File: config.mk
export PLATFORM = sky130hd
export DESIGN_NAME = ifid_stage
export DESIGN_NICKNAME = d
export VERILOG_FILES = /design/src/rtl/ifid_stage.sv
export SDC_FILE = /design/constraint.sdc
export NUM_CORES = 1
export LEC_CHECK = 0
export CORE_AREA = 2 2 99 101
export DETAILED_ROUTE_END_ITERATION = 8
export DIE_AREA = 0 0 101 103
export MAX_ROUTING_LAYER = met4
export PLACE_DENSITY_LB_ADDON = 0.08
export SLEW_MARGIN = 10
export SYNTH_ARGS = -nofsm -noshare
export SYNTH_HDL_FRONTEND = slang
export SYNTH_SLANG_ARGS = --single-unit
File: constraint.sdc
create_clock -name clk -period 4.7 [get_ports clk]
set_input_delay 0.47 -clock clk [delete_from_list [all_inputs] [get_ports clk]]
set_output_delay 0.47 -clock clk [all_outputs]
set_load 0.05 [all_outputs]
File: src/rtl/ifid_stage.sv
// IF/ID pipeline register with load-use stall detection, branch/jump squash,
// end-of-program halt and saturating stall/flush performance counters.
module ifid_stage #(
    parameter logic [31:0] NOP_WORD    = 32'h00000000,
    parameter logic [11:0] END_PATTERN = 12'h300,
    parameter int          CNT_W       = 16
) (
    input  logic             clk,
    input  logic             reset,
    input  logic [31:0]      instructionIn,
    input  logic [31:0]      pcPlus4In,
    input  logic             branchIn,
    input  logic             jumpIn,
    input  logic             idExMemRead,
    input  logic [4:0]       idExRd,
    output logic [31:0]      instructionId,
    output logic [31:0]      pcPlus4Id,
    output logic             validId,
    output logic             stallOut,
    output logic             redirectOk,
    output logic             halted,
    output logic [CNT_W-1:0] stallCount,
    output logic [CNT_W-1:0] flushCount
);

    typedef enum logic [1:0] {RUN, HOLD, HALT} state_t;

    state_t      state;
    state_t      stateNext;
    logic [4:0]  rs1;
    logic [4:0]  rs2;
    logic [5:0]  opcode;
    logic        usesRs2;
    logic        hazard;
    logic        endSeen;

    function automatic logic [CNT_W-1:0] satInc(input logic [CNT_W-1:0] v);
        return (&v) ? v : v + {{(CNT_W-1){1'b0}}, 1'b1};
    endfunction

    // Decode-side view of the instruction held in IF/ID
    assign rs1     = instructionId[25:21];
    assign rs2     = instructionId[20:16];
    assign opcode  = instructionId[31:26];
    assign usesRs2 = (opcode == 6'h00) | (opcode[5:3] == 3'b101);

    assign hazard = validId & idExMemRead & (idExRd != 5'd0) &
                    ((idExRd == rs1) | (usesRs2 & (idExRd == rs2)));

    assign stallOut   = hazard & (state != HALT);
    assign redirectOk = (branchIn | jumpIn) & validId & ~stallOut;
    assign endSeen    = validId & (instructionId[11:0] == END_PATTERN);
    assign halted     = (state == HALT);

    always_comb begin
        stateNext = state;
        if (state != HALT) begin
            if (endSeen)
                stateNext = HALT;
            else if (stallOut)
                stateNext = HOLD;
            else
                stateNext = RUN;
        end
    end

    // IF -> ID boundary: stall holds, redirect squashes, otherwise advance
    always_ff @(posedge clk) begin
        if (reset) begin
            state         <= RUN;
            instructionId <= NOP_WORD;
            pcPlus4Id     <= 32'h0;
            validId       <= 1'b0;
            stallCount    <= '0;
            flushCount    <= '0;
        end else begin
            state <= stateNext;
            if (state != HALT) begin
                if (endSeen) begin
                    validId <= 1'b0;
                end else if (stallOut) begin
                    stallCount <= satInc(stallCount);
                end else if (redirectOk) begin
                    instructionId <= NOP_WORD;
                    pcPlus4Id     <= pcPlus4In;
                    validId       <= 1'b0;
                    flushCount    <= satInc(flushCount);
                end else begin
                    instructionId <= instructionIn;
                    pcPlus4Id     <= pcPlus4In;
                    validId       <= 1'b1;
                end
            end
        end
    end

endmodule
==> metrics, run 1 <==
gr usage total 0.241; Critical Path AT 3.10 ns; final net count 752; worst path cell trace clkdlybuf4s50_1 -> xnor2_1 -> o2111ai_1 -> o22ai_1 -> nand2_1 -> inv_2 -> clkdlybuf4s50_1; post-layout util 0.656; vias in the first global route 4,094; Total Wirelength 12,300 µm; Highest Clock Rate 280 MHz; sequential share of power 0.469; layout cells sized above 1 0.0426; wire per inst 15.5 µm; sw frac 0.277; total I/O pin count 174; post-route setup TNS 0 ns; Synth top area share 0.471; clock sink count 99; Placed Cells 779; Die X-Extent 101 µm; synth-to-layout area growth 47.3%; CP Class input port to primary output; Post-Layout Cell Count 795; leading area contributor after synthesis dfxtp_1; core area 9460 µm²; Clock Tree Root clkbuf_8; Synth top cells by count nand2_1, dfxtp_1, a21oi_1, nand3_1, clkbuf_1; fillers 830; Post-synth ARST share 0; MaxCap Viol Count 0; first drt pass iteration count 5; worst clock skew 0.00957 ns; cts repair resizes 0; drt drc 0; CP delay by family, top buffers and inverters; Seq cells post-synth 99; n_diodes 0; Crit Path Max Fanout 13; vias per inst 5.39; status finished, final reports clean; Slew @ Worst Pin 1.11 ns; Final Hold Vio Count 0; most used cell, CP clkdlybuf4s50_1; initial antenna violation count 0; P_leak 2.25 nW; Reg clk slew, reported paths 0.09 ns; count of pins over their slew limit 0; routed vias 4,285; Netlist cell types 46; Post-CTS Hold Buffers 0; Final Cycle Share 0.759; Syn Inst Count 525; Avg Cell Area, Syn 8.02 µm²; YS warnings 0; worst reg2reg setup slack 1.91 ns; Netlist Area Pre-Place 4210 µm²; largest cells by area after synthesis dfxtp_1, a21oi_1, nand2_1; Post-synth EDFFs 0; Slowest Stage Delay on Critical Path 0.84 ns; ANT nets after route 0; 1st-iter DRT viols 189; CTS buffer count 9; PD cells 310 nW/µm²; number of cell rows 36; Slew headroom 0.257; cell with the most instances after synthesis nand2_1; Hold WC Path Type flop to flop; Initial Utilization 0.445; clock power share 0.341; number of port buffers 173; Peak VDD IR 0.200 mV; Max Buffers Root-to-Sink 2; Worst setup EP type primary output; Min Clock Period, post-route 3.57 ns; RePlAce Congestion 0.806; final setup vio count 0; CTS tree yes; Setup Buffers After CTS 0; sequential-to-total area share from yosys stat 0.471; crit path max-delay cell type clkdlybuf4s50_1; combinational fraction of design power 0.190; global-route wire length before repair 19,300 µm; die area 10,400 µm²; unrepaired setup endpoints after global routing no; H-tree levels 3; die height 103 µm; HPWL after DPL 8350 µm; most common flop cell mapped by yosys dfxtp_1; switching power 533 µW; internal power 1.39 mW; pin count of the biggest net entering global routing 105; CP required 4.23 ns; Clock Latency Late Sink 0.36 ns; CP bufs+invs 3; syn_nets 601; total grt overflow 0; crit start category input port
routing by layer:
metal  global-route usage  part of all wire
met3               0.0603             0.055
met1                0.289              0.44
met2                0.384              0.48
met4                0.109             0.028
met5                    -                 0
cells by family after synthesis:
kind of cell / count (synthesis) / synth area share
and+or+nand+nor: 240 / 0.274
muxes: 6 / 0.0155
buffers and inverters: 42 / 0.0449
adders and majority gates: 2 / 0.00594
DFF: 99 / 0.471
xor gates and xnor gates: 13 / 0.0270
AOI/OAI and AO/OA: 123 / 0.162
tightest hold or removal path, delay by kind of cell (launching register included):
kind | cells | cell delay (ns)
flip-flops | 1 | 0.32
AND/OR/NAND/NOR | 1 | 0.05
AO/OA/AOI/OAI | 1 | 0.05
cell usage in the layout, fill, tap and decap left out, types with 2 or more instances in the layout:
master	instances
ha_1	2
bufinv_16	3
and3_1	6
inv_1	4
xnor2_1	12
or2_2	2
nor3_1	2
o31ai_1	10
and4_1	4
nand2_1	112
nor2b_1	5
clkdlybuf4s50_1	172
nand4_1	8
a21oi_1	88
nand3_1	47
nor2_1	16
dfxtp_1	99
buf_4	4
o21ai_0	12
mux2i_1	2
nand2b_1	5
clkbuf_1	2
or3_1	11
and2_1	2
clkbuf_8	10
nor4_1	5
mux2_2	4
or4_1	11
worst paths after layout:
path,cells past startpoint,from,end
setup reg to reg,6,instructionId[26]$_SDFFE_PP0P_,stallCount[13]$_SDFFE_PP0P_
hold / removal,2,instructionId[13]$_SDFFE_PP0P_,instructionId[13]$_SDFFE_PP0P_
hold reg to reg,2,instructionId[13]$_SDFFE_PP0P_,instructionId[13]$_SDFFE_PP0P_
setup / recovery,7,idExRd[0],stallOut
area by class of cell:
class,count,area [µm²],area share
multi-input combinational,384,2060,0.332
sequential,99,1980,0.319
timing repair buffer,176,1750,0.282
clock buffer,12,145,0.0234
tap,114,143,0.0230
clock inverter,4,97.6,0.0157
inverter,6,22.5,0.00363
per-stage QoR:
stage	setup WS [ns]	cell area, µm²	hold slack (ns)	power [mW]
floorplan	1.95	4210	0.606	1.13
global placement	1.20	5960	0.438	1.28
detailed placement	1.16	5960	0.446	1.29
CTS	1.13	6200	0.458	1.94
global route	0.959	6200	0.483	2.00
finish	1.13	6200	0.455	1.93
registers in the layout, indices dropped and copies added (netlist names):
register and flops:
flushCount 16, state 2, validId 1, pcPlus4Id 32
instructionId 32, stallCount 16
power by group through the flow:
| stage | sequential [mW] | combinational (mW) | clock, mW |
|---|---|---|---|
| floorplan | 1.04 | 0.0845 | 0 |
| global placement | 0.920 | 0.362 | 0 |
| detailed placement | 0.921 | 0.366 | 0 |
| CTS | 0.902 | 0.368 | 0.672 |
| global route | 0.907 | 0.387 | 0.708 |
| finish | 0.902 | 0.366 | 0.657 |
No activity file was read; power rests on OpenSTA's default activity.
==> run 2, diff against run 1 <==
- CORE_AREA: 2 2 99 101 -> 2 2 102 104
- DIE_AREA: 0 0 101 103 -> 0 0 104 106
- clock period: 4.7 -> 3.6 ns (I/O delays scaled with it)
==> run 2 against run 1 <==
Net effect:
- sequential power grew 31%
- cell count grew 2.9%
- first-iteration DRC count grew 2.6%
- sequential share of layout area shrank 0.13 points
- core utilization shrank 3.3 points
- worst hold slack gained 0.0023 ns
- routed wire length grew 2.5%
- clock skew shrank 0.00054 ns
- largest cell class unchanged
==> metrics, run 2 (same netlist as run 1, synthesis figures left out) <==
number of cell rows 37 (was 36); Clock Tree Root clkbuf_8 (unchanged); CTS buffer count 9 (unchanged); first drt pass iteration count 5 (unchanged); vias in the first global route 4,141 (was 4,094); most common cell after layout, fill and taps aside clkdlybuf4s50_1 (unchanged); CP Class flop to flop (was input port to primary output); RePlAce Congestion 0.814 (was 0.806); final net count 753 (was 752); pin count of the biggest net entering global routing 105 (unchanged); global-route wire length before repair 20,000 µm (was 19,300 µm); Reg clk slew, reported paths 0.10 ns (was 0.09 ns); Initial Utilization 0.421 (was 0.445); CP required 3.88 ns (was 4.23 ns); Hold Path Stages 2 (unchanged); vias per inst 5.32 (was 5.39); HPWL after DPL 8710 µm (was 8350 µm); Hold WC Path Type flop to flop (unchanged); r2r endpoint stallCount[15]$_SDFFE_PP0P_ (was stallCount[13]$_SDFFE_PP0P_); Routed met1 length 5450 µm (was 5360 µm); clock sink count 99 (unchanged); FF+latch area 1980 µm² (unchanged); cts repair resizes 0 (unchanged); Worst setup EP type flop (was primary output); Slew headroom 0.267 (was 0.257); worst clock skew 0.00903 ns (was 0.00957 ns); Peak VDD IR 0.237 mV (was 0.200 mV); commonest non-fill, non-tap cells in the layout clkdlybuf4s50_1, nand2_1, dfxtp_1, a21oi_1, nand3_1 (unchanged); Max Buffers Root-to-Sink 2 (unchanged); Setup Buffers After CTS 0 (unchanged); Clock Latency Late Sink 0.36 ns (about the same); core area 10000 µm² (was 9460 µm²); worst reg2reg setup slack 0.78 ns (was 1.91 ns); die area 11,000 µm² (was 10,400 µm²); Total Wirelength 12,600 µm (was 12,300 µm); unrepaired setup endpoints after global routing no (unchanged); number of port buffers 173 (unchanged); H-tree levels 3 (unchanged); initial antenna violation count 0 (unchanged); MaxCap Viol Count 0 (unchanged); Post-CTS Hold Buffers 0 (unchanged); Final Cycle Share 0.783; CTS tree yes (unchanged); P_leak 2.26 nW (was 2.25 nW); crit start category flop (was input port); n_diodes 0 (unchanged); status finished, final reports clean (unchanged); end of the critical path stallCount[15]$_SDFFE_PP0P_ (was stallOut); WL met3 795 µm (was 682 µm); post-route setup TNS 0 ns (unchanged); fillers 888 (was 830); die height 106 µm (was 103 µm); PD cells 395 nW/µm² (was 310 nW/µm²); ANT nets after route 0 (unchanged); wire per inst 15.4 µm (was 15.5 µm); routed vias 4,351 (was 4,285); total I/O pin count 174 (unchanged); DR WL met2 6050 µm (was 5930 µm); Die X-Extent 104 µm (was 101 µm); 1st-iter DRT viols 194 (was 189); Critical Path AT 3.09 ns (was 3.10 ns); Largest regs instructionId (32), pcPlus4Id (32) (unchanged); post-layout util 0.623 (was 0.656); final setup vio count 0 (unchanged); layout cells sized above 1 0.0499 (was 0.0426); gr usage total 0.229 (was 0.241); Slew @ Worst Pin 1.10 ns (was 1.11 ns); Crit Path Max Fanout 28 (was 13); reg2reg path depth 6 (unchanged); Highest Signal Layer met4 (unchanged); synth-to-layout area growth 47.9% (was 47.3%); drt drc 0 (unchanged); worst reg2reg path startpoint instructionId[26]$_SDFFE_PP0P_ (unchanged); Highest Clock Rate 355 MHz; Min Clock Period, post-route 2.82 ns; Final Hold Vio Count 0 (unchanged); count of pins over their slew limit 0 (unchanged); total grt overflow 0 (unchanged); CP Launch Point instructionId[26]$_SDFFE_PP0P_ (was idExRd[0]); Multi-input gate area 2060 µm² (unchanged)
run 2: cell count changes in the layout (fill, tap and decap cells not counted):
cell,before,now
buf_4,4,6
clkbuf_1,2,0
clkdlybuf4s50_1,172,170
clkinv_4,0,2
buf_12,0,1
bufinv_16,3,2
clkbuf_8,10,9
clkinvlp_4,1,2
inv_6,0,1
run 2: metrics by stage:
stage / cells / setup slack [ns] / hold slack, ns / power, mW / area, µm²
after floorplan: 525 / 1.06 / 0.496 / 1.47 / 4210
after detailed placement: 802 / 0.438 / 0.446 / 1.68 / 6000
after global routing: 818 / 0.512 / 0.471 / 2.56 / 6230
final: 818 / 0.783 / 0.457 / 2.46 / 6230
after global placement: 802 / 0.579 / 0.440 / 1.68 / 6000
after CTS: 818 / 0.751 / 0.460 / 2.49 / 6230
run 2: worst min-delay path by stage:
stage | from | end | slack, ns
final | instructionId[13]$_SDFFE_PP0P_ | instructionId[13]$_SDFFE_PP0P_ | 0.46
after CTS | pcPlus4Id[2]$_SDFFE_PP0P_ | pcPlus4Id[2]$_SDFFE_PP0P_ | 0.46
after floorplan | pcPlus4In[0] | pcPlus4Id[0]$_SDFFE_PP0P_ | 0.50
after detailed placement | pcPlus4Id[14]$_SDFFE_PP0P_ | pcPlus4Id[14]$_SDFFE_PP0P_ | 0.45
after global routing | pcPlus4Id[14]$_SDFFE_PP0P_ | pcPlus4Id[14]$_SDFFE_PP0P_ | 0.47
after global placement | instructionId[14]$_SDFFE_PP0P_ | instructionId[14]$_SDFFE_PP0P_ | 0.44
run 2: metal layers:
layer / global-route usage / vias up
met5: - / -
met4: 0.100 / 0
met3: 0.0607 / 26
met2: 0.364 / 148
met1: 0.275 / 2042
li1: - / 2135
run 2: report_power, final:
group | internal (mW) | switching [mW] | leakage [nW]
Combinational | 0.193 | 0.285 | 1.34
Sequential | 1.14 | 0.0361 | 0.814
Clock | 0.396 | 0.406 | 0.106
Total | 1.73 | 0.727 | 2.26
run 2: area by class of cell:
| type | instances | area share |
|---|---|---|
| Inverter | 6 | 0.00362 |
| Tap cell | 136 | 0.0273 |
| Clock buffer | 9 | 0.0199 |
| Clock inverter | 7 | 0.0163 |
| Timing Repair Buffer | 177 | 0.284 |
| Multi-Input combinational cell | 384 | 0.331 |
| Sequential cell | 99 | 0.318 |
run 2: worst max-delay path, stage by stage (launching register included):
cell and delay (ns):
dfxtp_1 0.34, nor4_1 0.34, o2111ai_1 0.17, o22ai_1 0.48, nand2_1 0.60, or4_1 0.65
a21oi_1 0.16
==> run 3, diff against run 2 <==
- clock period: 3.6 -> 2.75 ns (I/O delays scaled with it)
==> run 3 against run 2 <==
Net effect:
- cell count increased by 1.1%
- power increased by 29%
- via count about the same
- sequential share of layout area decreased by 0.40 points
- critical endpoint is now redirectOk
- largest power group unchanged
==> metrics, run 3 (same netlist as run 1, synthesis figures left out) <==
RePlAce Congestion 0.788 (was 0.814); cts repair resizes 0 (unchanged); die area 11,000 µm² (unchanged); CP required 2.48 ns (was 3.88 ns); vias in the first global route 4,103 (was 4,141); Slew @ Worst Pin 0.734 ns (was 1.10 ns); most used cell, CP buf_4; reg2reg path depth 7 (was 6); unrepaired setup endpoints after global routing no (unchanged); Reg clk slew, reported paths 0.10 ns (about the same); Final Cycle Share 0.908; CTS buffer count 9 (unchanged); HPWL after DPL 8640 µm (was 8710 µm); fillers 902 (was 888); number of cell rows 37 (unchanged); routed vias 4,350 (was 4,351); Max Buffers Root-to-Sink 2 (unchanged); pin count of the biggest net entering global routing 65 (was 105); Total Wirelength 12,300 µm (was 12,600 µm); ANT nets after route 0 (unchanged); drt drc 0 (unchanged); final setup vio count 0 (unchanged); count of pins over their slew limit 0 (unchanged); total grt overflow 0 (unchanged); wire per inst 14.9 µm (was 15.4 µm); Min Clock Period, post-route 2.50 ns; Critical Path AT 2.22 ns (was 3.09 ns); core area 10000 µm² (unchanged); FF+latch area 1980 µm² (unchanged); commonest non-fill, non-tap cells in the layout clkdlybuf4s50_1, nand2_1, dfxtp_1, a21oi_1, nand3_1 (unchanged); H-tree levels 3 (unchanged); CP delay by family, top buffers and inverters (was simple AND/OR/NAND/NOR gates); worst clock skew 0.0124 ns (was 0.00903 ns); vias per inst 5.26 (was 5.32); Clock Latency Late Sink 0.37 ns (was 0.36 ns); layout cells sized above 1 0.0622 (was 0.0499); initial antenna violation count 0 (unchanged); synth-to-layout area growth 49.8% (was 47.9%); Highest Clock Rate 401 MHz; post-layout util 0.631 (was 0.623); Hold WC Path Type input port to flop (was flop to flop); Final Hold Vio Count 0 (unchanged); CP Class flop to primary output (was flop to flop); Slowest Stage Delay on Critical Path 0.37 ns (was 0.65 ns); total I/O pin count 174 (unchanged); clock sink count 99 (unchanged); worst path cell trace nor4_1 -> o2111ai_1 -> o22ai_1 -> buf_4 -> nand2_1 -> inv_2 -> nor2_1 -> buf_4 (was nor4_1 -> o2111ai_1 -> o22ai_1 -> nand2_1 -> or4_1 -> a21oi_1); crit path max-delay cell type nor4_1 (was or4_1); Die X-Extent 104 µm (unchanged); Multi-input gate area 2060 µm² (unchanged); P_leak 2.31 nW (was 2.26 nW); Setup Buffers After CTS 0 (unchanged); n_diodes 0 (unchanged); Crit Path Max Fanout 13 (was 28); number of port buffers 173 (unchanged); most common cell after layout, fill and taps aside clkdlybuf4s50_1 (unchanged); global-route wire length before repair 19,700 µm (was 20,000 µm); post-route setup TNS 0 ns (unchanged); Clock Tree Root clkbuf_8 (unchanged); first drt pass iteration count 4 (was 5); die height 106 µm (unchanged); Hold Path Stages 2 (unchanged); crit start category flop (unchanged); 1st-iter DRT viols 186 (was 194); MaxCap Viol Count 0 (unchanged); PD cells 502 nW/µm² (was 395 nW/µm²); gr usage total 0.223 (was 0.229); Post-CTS Hold Buffers 0 (unchanged); Slew headroom 0.509 (was 0.267); Peak VDD IR 0.299 mV (was 0.237 mV); CTS tree yes (unchanged); status finished, final reports clean (unchanged); final net count 762 (was 753); Worst setup EP type primary output (was flop); stages on the worst setup path 8 (was 6); Initial Utilization 0.421 (unchanged); CP bufs+invs 3 (was 0); Largest regs instructionId (32), pcPlus4Id (32) (unchanged)
-- run 3: changes by cell type in the layout (fill, tap and decap cells not counted) --
cell,delta
bufinv_16,-1
buf_12,+2
clkbuf_8,+2
buf_4,+7
inv_6,-1
clkinv_2,+1
clkinvlp_4,-2
clkinv_4,+1
-- run 3: power by group --
part | leakage, nW | switching [mW] | internal [mW]
logic | 1.39 | 0.374 | 0.260
clock network | 0.109 | 0.514 | 0.474
registers | 0.814 | 0.0472 | 1.50
total | 2.31 | 0.935 | 2.23
-- run 3: final timing paths --
path                             startpoint  slack [ns]                          to
max          instructionId[26]$_SDFFE_PP0P_        0.25                  redirectOk
min                                   reset        0.41  flushCount[7]$_SDFFE_PP0P_
max reg2reg            validId$_SDFFE_PP0P_        0.46  pcPlus4Id[14]$_SDFFE_PP0P_
min reg2reg       pcPlus4Id[7]$_SDFFE_PP0P_        0.46   pcPlus4Id[7]$_SDFFE_PP0P_
-- run 3: layer usage --
layer,track usage,vias to the layer above,part of all wire
met5,-,-,0
met4,0.0878,0,0.021
met3,0.0564,19,0.059
met2,0.361,143,0.47
met1,0.269,2034,0.45
li1,-,2154,-
-- run 3: area by class of cell --
class,instances,share of cell area
Timing Repair Buffer,186,0.295
Clock buffer,11,0.0240
Inverter,6,0.00357
Sequential cell,99,0.314
Multi-Input combinational cell,384,0.327
Clock inverter,5,0.00972
Tap cell,136,0.0270
-- run 3: stage by stage --
step	power (mW)	setup slack [ns]	instances	hold slack (ns)	area, µm²
after CTS	3.19	0.240	827	0.400	6310
after global routing	3.29	0.0724	827	0.428	6310
after detailed placement	2.21	0.116	811	0.447	6100
after global placement	2.20	0.174	811	0.438	6100
final	3.16	0.254	827	0.413	6310
after floorplan	1.93	0.296	525	0.411	4210
